$ cat src/rtl/section_peak_meter.sv
// Per-channel section peak meter: tracks the largest magnitude per channel over
// SAMPLE_COUNT frames, then emits one beat per channel from a double buffer.
module section_peak_meter #(
  parameter int WIDTH        = 16,
  parameter int CHANNELS     = 2,
  parameter int SAMPLE_COUNT = 3,
  parameter int SIGNED_IN    = 0,
  localparam int CW          = (CHANNELS > 1) ? $clog2(CHANNELS) : 1
) (
  input  logic             clk,
  input  logic             reset,
  input  logic             i_valid,
  output logic             i_ready,
  input  logic [WIDTH-1:0] i_value,
  input  logic [CW-1:0]    i_channel,
  output logic             o_valid,
  input  logic             o_ready,
  output logic [WIDTH-1:0] o_value,
  output logic [CW-1:0]    o_channel,
  output logic             o_last,
  output logic             o_sync_err
);
  localparam int FW = (SAMPLE_COUNT > 1) ? $clog2(SAMPLE_COUNT) : 1;
  localparam logic [CW-1:0] LAST_CH = CW'(CHANNELS - 1);
  localparam logic [FW-1:0] LAST_FR = FW'(SAMPLE_COUNT - 1);

  typedef enum logic {IDLE, EMIT} state_t;

  state_t                         state, state_nxt;
  logic [CHANNELS-1:0][WIDTH-1:0] run_max, buf_max, upd;
  logic [CW-1:0]                  exp_ch, beat_ch;
  logic [FW-1:0]                  frame_cnt;
  logic                           ready_en, sync_err_q;
  logic [WIDTH-1:0]               mag;
  logic                           accept, take, would_end, sec_end, beat_done, last_done;

  // Most-negative input has no positive counterpart, so it saturates.
  always_comb begin
    mag = i_value;
    if (SIGNED_IN != 0 && i_value[WIDTH-1]) begin
      if (i_value == {1'b1, {(WIDTH-1){1'b0}}}) mag = {1'b0, {(WIDTH-1){1'b1}}};
      else                                       mag = ~i_value + 1'b1;
    end
  end

  assign accept    = i_valid && i_ready;
  assign take      = accept && (i_channel == exp_ch);
  assign would_end = (exp_ch == LAST_CH) && (frame_cnt == LAST_FR);
  assign sec_end   = take && would_end;
  assign beat_done = o_valid && o_ready;
  assign last_done = beat_done && o_last;

  // Buffer still occupied: refuse the sample that would need to overwrite it.
  assign i_ready = ready_en && !(state == EMIT && would_end);

  for (genvar c = 0; c < CHANNELS; c++) begin : g_ch
    assign upd[c] = (take && exp_ch == CW'(c) && mag > run_max[c]) ? mag : run_max[c];
  end

  always_ff @(posedge clk or negedge reset) begin
    if (!reset) begin
      run_max    <= '0;
      buf_max    <= '0;
      exp_ch     <= '0;
      frame_cnt  <= '0;
      ready_en   <= 1'b0;
      sync_err_q <= 1'b0;
    end else begin
      ready_en   <= 1'b1;
      sync_err_q <= accept && !take;
      if (sec_end) begin
        buf_max <= upd;
        run_max <= '0;
      end else begin
        run_max <= upd;
      end
      if (take) begin
        if (exp_ch == LAST_CH) begin
          exp_ch    <= '0;
          frame_cnt <= (frame_cnt == LAST_FR) ? '0 : frame_cnt + 1'b1;
        end else begin
          exp_ch <= exp_ch + 1'b1;
        end
      end
    end
  end

  always_ff @(posedge clk or negedge reset) begin
    if (!reset) begin
      state   <= IDLE;
      beat_ch <= '0;
    end else begin
      state <= state_nxt;
      if (sec_end)        beat_ch <= '0;
      else if (beat_done) beat_ch <= o_last ? '0 : beat_ch + 1'b1;
    end
  end

  // A section ending on the o_last edge reloads the buffer and stays in EMIT.
  always_comb begin
    state_nxt = state;
    case (state)
      IDLE:    if (sec_end) state_nxt = EMIT;
      EMIT:    if (last_done && !sec_end) state_nxt = IDLE;
      default: state_nxt = IDLE;
    endcase
  end

  always_comb begin
    o_valid    = (state == EMIT);
    o_channel  = beat_ch;
    o_last     = o_valid && (beat_ch == LAST_CH);
    o_value    = o_valid ? buf_max[beat_ch] : '0;
    o_sync_err = sync_err_q;
  end
endmodule

$ cat config.mk
export PLATFORM = sky130hd
export DESIGN_NAME = section_peak_meter
export DESIGN_NICKNAME = d
export VERILOG_FILES = /design/src/rtl/section_peak_meter.sv
export SDC_FILE = /design/constraint.sdc
export NUM_CORES = 1
export LEC_CHECK = 0
export ABC_AREA = 0
export CAP_MARGIN = 25
export CORE_UTILIZATION = 35
export DETAILED_ROUTE_END_ITERATION = 10
export HOLD_SLACK_MARGIN = 0.05
export PLACE_DENSITY = 0.65
export SYNTH_ARGS = -nofsm -noshare
export SYNTH_HDL_FRONTEND = slang
export SYNTH_SLANG_ARGS = --single-unit
$ cat constraint.sdc
create_clock -name clk -period 2.9 [get_ports clk]
set_clock_uncertainty 0.15 [all_clocks]
set_input_delay 0.725 -clock clk [delete_from_list [all_inputs] [get_ports clk]]
set_output_delay 0.725 -clock clk [all_outputs]
set_load 0.02 [all_outputs]
==> reports/metrics.csv <==
stage,metric,value,unit
clocking,clkLatencyLatePin,0.34,ns
synthesis,synthCells,468,
place,gp_congestion,0.841,
worst_hold_path,hold_path_class,in -> async,
place,pre_cts_ws,-0.349,ns
worst_setup_path,path_cells,clkdlybuf4s50_1 -> buf_4 -> ha_1 -> nand4_1 -> buf_4 -> buf_4 -> nor2_1 -> a211o_4 -> clkbuf_4 -> mux2_2 -> nand2_1,
synthesis,ys_types,44,
pwr,seqPwrFrac,0.359,
global_route,grt_max_degree,96,
finish,multi_input_area,2420,um2
finish,register_area,1780,um2
global_route,grt_overflow,0,
synthesis,ys.flop_type,dfrtp_1,
synthesis,ys_warn_count,0,
sta,min_period_over_period,0.989,
sta,fin_tns_setup,0,ns
routing,wire_per_inst,15.1,um
pwr,peakVddDrop,0.000335,V
clocking,cts_max_path_buffers,2,
pwr,p_leak,2.77,nW
routing,wl,10800,um
worst_setup_path,r2r_end,buf_max[30]$_DFFE_PN0N_,
routing,num_vias,3512,
pwr,p_switching,1.66,mW
worst_setup_path,worst-path-buf-inv,5,
sta,rsz0062_at_grt,true,
synthesis,yosys.area.top_type,dfrtp_1,
place,port_buffers,41,
worst_setup_path,path_max_fanout,6,
routing,viasPerCell,4.94,
finish,utilization,0.466,
global_route,grt_pass1_vias,3414,
global_route,grt_pass1_wl,17400,um
worst_setup_path,cp_data_required_time,3.02,ns
clocking,htreeDepth,3,
pwr,pwr-share-clk,0.239,
worst_setup_path,reg2reg_slack,0.49,ns
sta,slew_violations,0,
sta,clock.fmax,349,MHz
sta,hold_ws,0.256,ns
routing,postRouteAntennaNets,0,
global_route,antenna_found_initial,0,
synthesis,synth_edf_count,0,
floorplanning,die_x,114,um
routing,first_pass_iters,4,
floorplanning,rows,40,
global_route,grt_usage,0.175,
worst_setup_path,max_stage_delay,0.43,ns
clocking,cts_root_buf,clkbuf_16,
pwr,pwr-share-comb,0.401,
synthesis,syn_area,4380,um2
clocking,cts_buffers,9,
floorplanning,io_pins,42,
sta,hold_viol,0,
synthesis,netlist.area_leader.share,0.406,
worst_setup_path,slowest_stage,clkdlybuf4s50_1,
floorplanning,start_util,0.361,
synthesis,synth_area_leaders,"dfrtp_1 (41%), mux2i_1 (11%), nand2_1 (9.4%)",
worst_setup_path,r2r_cells,9,
pwr,intPower,2.99,mW
floorplanning,die_y,114,um
sta,finalSetupViolations,0,
synthesis,syn_nets,521,
finish,n_antenna_cell,0,
worst_setup_path,crit_path_frequent_cell,buf_4,
synthesis,synth_seq_cells,71,
clocking,cts.clk_slew.worst_paths,0.05,ns
synthesis,async_flop_share,1.00,
worst_setup_path,path_class,in -> reg,
place,dp.cells,693,
sta,fin_crit,2.87,ns
floorplanning,dieArea,13000,um2
worst_setup_path,worstSetupStartpointType,input pin,
finish,filler_cell_count,1151,
clocking,ctsHoldBuffers,0,
finish,areaGrowthSynthToFinish,28.9,%
finish,fin_cells,711,
worst_setup_path,arrival,2.99,ns
worst_setup_path,r2r-start,run_max[29]$_DFF_PN0_,
worst_setup_path,worst_setup_path_end_kind,flip-flop,
pwr,switching_share,0.357,
sta,setup_slack,0.0315,ns
finish,layout-drive-gt1-share,0.168,
floorplanning,core_area,12100,um2
synthesis,synth_seq_area_share,0.406,
clocking,cts_sinks,71,
place,dp_hpwl,7790,um
clocking,cts_tree,built,
worst_setup_path,cpLargestDelayFamily,buffers and inverters,
routing,drc,0,
worst_setup_path,cp-startpoint,i_value[10],
synthesis,syn-mean-instance-area,9.35,um2
outcome,status,"complete, no violations",
job,maxCapViolCount,0,
finish,final_nets,592,
pwr,power_density,825,nW/um2
routing,initialDrtViolationCount,178,
[worst register-to-register path, delay by kind of cell, from the launching register on]
kind / cells / cell delay, ns
flops: 1 / 0.37
fa+ha+maj: 1 / 0.30
buf+inv: 3 / 0.32
compound gates: 2 / 0.72
simple gates: 2 / 0.22
mux: 1 / 0.28
[area by class of cell]
class / count / area share
Inverter: 34 / 0.0226
Multi-Input combinational cell: 339 / 0.428
Clock inverter: 3 / 0.00754
Tap cell: 168 / 0.0373
Clock buffer: 12 / 0.0455
Timing Repair Buffer: 84 / 0.144
Sequential cell: 71 / 0.315
[cell usage in the layout (no fill, tap or decap), types with 7 or more instances in the layout]
cell type and n:
clkdlybuf4s50_1 31, mux2_2 16, ha_1 29, mux2i_1 46, inv_1 34, dfrtp_1 71, nand4_1 7, a2bb2oi_1 16
buf_4 35, dlymetal6s2s_1 9, clkbuf_16 9, nor2_1 7, a21oi_1 14, nand3_1 19, nand2_1 109, o21ai_0 20
nor2b_1 17
[synthesized netlist by cell type, types with 2 or more instances]
| master | n |
|---|---|
| clkbuf_1 | 10 |
| nor2b_1 | 17 |
| o211ai_1 | 2 |
| ha_1 | 32 |
| nor2_1 | 7 |
| a2bb2oi_1 | 16 |
| mux2i_1 | 46 |
| buf_6 | 2 |
| mux2_2 | 16 |
| buf_2 | 5 |
| nand2_1 | 110 |
| nand4_1 | 7 |
| nand3_1 | 19 |
| dfrtp_1 | 71 |
| xor2_1 | 2 |
| buf_1 | 3 |
| a21o_1 | 2 |
| o21ai_0 | 20 |
| buf_4 | 4 |
| a221o_1 | 2 |
| a21oi_1 | 14 |
| inv_1 | 34 |
| and2_1 | 4 |
| a221oi_1 | 2 |
| and3_1 | 2 |
[through the flow]
step / area [um2] / total power, mW
after floorplan: 4380 / 2.79
after global placement: 5210 / 3.37
after detailed placement: 5210 / 3.45
after CTS: 5510 / 4.57
after global routing: 5640 / 5.00
final: 5640 / 4.66
[kinds of logic (layout without fill, tap and decap cells)]
group,Yosys count,count (layout),share of synthesized area
mux,62,62,0.146
xor+xnor,2,2,0.00400
compound gates,65,65,0.100
buf+inv,59,133,0.0626
flops,71,71,0.406
fa+ha+maj,32,32,0.0915
simple gates,176,177,0.188
other cells,1,1,0.000857
[timing repair]
| action | in CTS | in global routing |
|---|---|---|
| setup buffers | 0 | 1 |
| setup endpoints to repair | 15 | 43 |
| pin swaps | 0 | 4 |
| resized for setup | 1 | 24 |
| gates cloned | 0 | 2 |
[state kept, by name, summed over array words and instances, names as in the netlist]
signal and cells:
o_valid 1, run_max 32, buf_max 32, o_sync_err 1, o_channel 1, ready_en 1
frame_cnt 2, exp_ch 1
[power groups by stage]
| stage | Combinational [mW] | Clock (mW) | Sequential (mW) |
|---|---|---|---|
| 2_1_floorplan | 1.18 | 0 | 1.60 |
| 3_3_place_gp | 1.70 | 0 | 1.67 |
| 3_5_place_dp | 1.76 | 0 | 1.69 |
| 4_1_cts | 1.77 | 1.13 | 1.67 |
| 5_1_grt | 2.10 | 1.17 | 1.73 |
| 6_report | 1.87 | 1.11 | 1.67 |
[how the worst max path moves through the flow]
stage | endpoint | slack, ns | cells after the start
2_1_floorplan | run_max[31]$_DFF_PN0_ | 0.17 | 10
3_3_place_gp | buf_max[21]$_DFFE_PN0N_ | -0.31 | 10
3_5_place_dp | run_max[25]$_DFF_PN0_ | -0.35 | 7
4_1_cts | buf_max[20]$_DFFE_PN0N_ | 0.002 | 10
5_1_grt | buf_max[22]$_DFFE_PN0N_ | -0.02 | 9
6_report | buf_max[30]$_DFFE_PN0N_ | 0.03 | 11
[per-layer routing]
metal / part of all wire / global-route usage
met4: 0.026 / 0.0857
met3: 0.027 / 0.0234
met1: 0.49 / 0.246
met5: 0 / 0
met2: 0.46 / 0.265
Power figures use the tool's default switching activity.
==> RTL change, RTL diff (same settings) <==
Reset style: synchronous (`reset`), changed in 2 clocked blocks.
--- a/src/rtl/section_peak_meter.sv
+++ b/src/rtl/section_peak_meter.sv
@@ -57,7 +57,7 @@
     assign upd[c] = (take && exp_ch == CW'(c) && mag > run_max[c]) ? mag : run_max[c];
   end
 
-  always_ff @(posedge clk or negedge reset) begin
+  always_ff @(posedge clk) begin
     if (!reset) begin
       run_max    <= '0;
       buf_max    <= '0;
@@ -85,7 +85,7 @@
     end
   end
 
-  always_ff @(posedge clk or negedge reset) begin
+  always_ff @(posedge clk) begin
     if (!reset) begin
       state   <= IDLE;
       beat_ch <= '0;
Behaviour: differs if reset is asserted again (counterexample within 4 cycles, from zero or initial values and one cycle with reset low); with reset held inactive, the same outputs for 10 cycles.
==> RTL change against the original RTL <==
Register-to-register slack worse by 0.15 ns; area after synthesis shrank 20%; sequential cell count unchanged; routed wire length fell by 12%; worst setup slack gained 0.041 ns; final area fell by 15%; critical path type unchanged; largest cell class unchanged.
Power is not compared: it rests on default switching activity, and its combinational part moved more than twofold at a synthesized area within 25%.
==> RTL change: results (changes against the original RTL) <==
Route
The routed metal-1 wire length came to 4.37 mm (-17%). The routed wirelength normalized by instance count was 15.2 um (+0.76%). The iteration-0 DRC count of the detailed router is 239 (+34%).

The detailed route wirelength on metal2 was 4.23 mm (-14%). The detailed-routed wire length on met3 is 618 um (+110%). The sum of routed wire length over all layers came to 9.42 mm (-12%). The via density per instance is 5.04 (+2.1%).

Timing
The headroom to the max-slew limit is 65.0%. The final-report max-slew violation count is 0 (unchanged). The post-route worst setup slack came to 0.0728 ns (+0.0413 ns).

Placement
The routability congestion estimate from global placement came to 0.955 (+14%). The pre-CTS setup slack is -0.923 ns (-0.574 ns). The post-detailed-placement half-perimeter wirelength is 6.66 mm (-15%). The cell area after placement was 4280 um2 (-18%). The number of cells in the design after placement is 595 (-14%).

Setup path
The top fanout value on the critical path is 7 (+1). The internal reg-to-reg setup slack is 0.34 ns (-0.15 ns). The critical path's top delay family is buffers and inverters. The most critical setup path has its startpoint at i_value[6]. The worst endpoint data arrival time came to 2.89 ns (-0.10 ns). The depth of the worst register-to-register path is 10 (+1).

In this run the critical register-to-register path is captured at buf_max[20]$_SDFFE_PN0P_. The startpoint identified for the worst register-to-register timing path is run_max[30]$_SDFF_PP0_.

Global routing
The met1 track demand over resource in global routing was 26.0% (+1.3 points). The pin count of the biggest net entering global routing is 34 (-65%). The met2 layer usage reported by global route is 26.5% (+0.072 points).

The global routing usage summed across all routing layers was 17.9% (+0.37 points). The number of global-route vias before repair is 2881 (-16%). The wire length of the first global-routing pass is 14.4 mm (-17%). The fraction of met3 tracks used by global routing came to 2.80% (+0.47 points).

Finish
The net count reported at finish is 533 (-10%). The share of final-layout standard cells stronger than drive strength 1 was 16.9% (+0.15 points). The total of fill cells in the finished design came to 905 (-21%). The area of the multi-input gates is 2090 um2 (-13%).

CTS
The clock latency at the later pin of the worst-skew pair is 0.34 ns (about the same). The clock tree root driver cell is clkbuf_8. The clock transition at the registers of the reported paths is 0.07 ns (+0.02 ns).

Worst hold path
The path class of the tightest hold or removal check is reg2reg.

Synthesis
In the synthesized netlist, the cells that appear most often are dfxtp_1, nand2_1, o21ai_0. The number of synthesized flops with an enable pin came to 0 (unchanged). The share of synthesized registers carrying an async set or reset came to 0% (-100 points). Yosys attributes the largest share of cell area to dfxtp_1, ha_1, mux2i_1.

The unique cell type count in the Yosys netlist is 37 (-16%). The share of synthesized area occupied by flip-flops and latches is 40.5% (-0.11 points). The post-synthesis cell count came to 407 (-13%). The synthesized netlist net count is 460 (-12%).

Power
Summed over all cells, the static leakage comes to 1.79 nW. The total power per unit cell area is 427 nW/um2. The share of total power in combinational logic is 12.6%.

Status
The flow ran to the end, and the final reports show no timing, DRC or antenna violations.
## RTL change: what timing repair did
item / CTS / global route
gates resized for setup: 7 / 61
endpoints found under the setup margin: 43 / 48
pin swaps: 4 / 19
setup buffers: 2 / 2
gates cloned: 0 / 3
## RTL change: cell families (layout without fill, tap and decap cells)
group / Yosys count / after routing / share of synthesized area, %
buf+inv: 52 / 129 / 5.95
flops: 71 / 71 / 40.5
mux: 32 / 32 / 9.12
simple gates: 123 / 123 / 17.2
xor+xnor: 2 / 2 / 0.499
fa+ha+maj: 32 / 32 / 11.4
compound gates: 95 / 96 / 15.3
## RTL change: worst min-delay path, delay by kind of cell (launching register included)
kind / cells / cell delay, ns
compound gates: 1 / 0.05
flops: 1 / 0.33
simple gates: 1 / 0.04
## RTL change: worst min path at each step
stage	startpoint	to	slack, ns	cells past startpoint
after floorplan	buf_max[10]$_SDFFE_PN0P_	buf_max[10]$_SDFFE_PN0P_	0.27	2
after global placement	buf_max[7]$_SDFFE_PN0P_	buf_max[7]$_SDFFE_PN0P_	0.28	2
after detailed placement	buf_max[7]$_SDFFE_PN0P_	buf_max[7]$_SDFFE_PN0P_	0.29	2
after CTS	buf_max[26]$_SDFFE_PN0P_	buf_max[26]$_SDFFE_PN0P_	0.31	2
after global routing	buf_max[23]$_SDFFE_PN0P_	buf_max[23]$_SDFFE_PN0P_	0.33	2
final	buf_max[13]$_SDFFE_PN0P_	buf_max[13]$_SDFFE_PN0P_	0.30	2
## RTL change: final cells by class
class | count | area share, %
flip-flops and latches | 71 | 29.7
repair buffers | 81 | 16.3
well taps | 133 | 3.48
inverters | 32 | 2.51
clock buffers | 10 | 2.67
multi-input cells | 285 | 43.8
clock inverters | 6 | 1.47
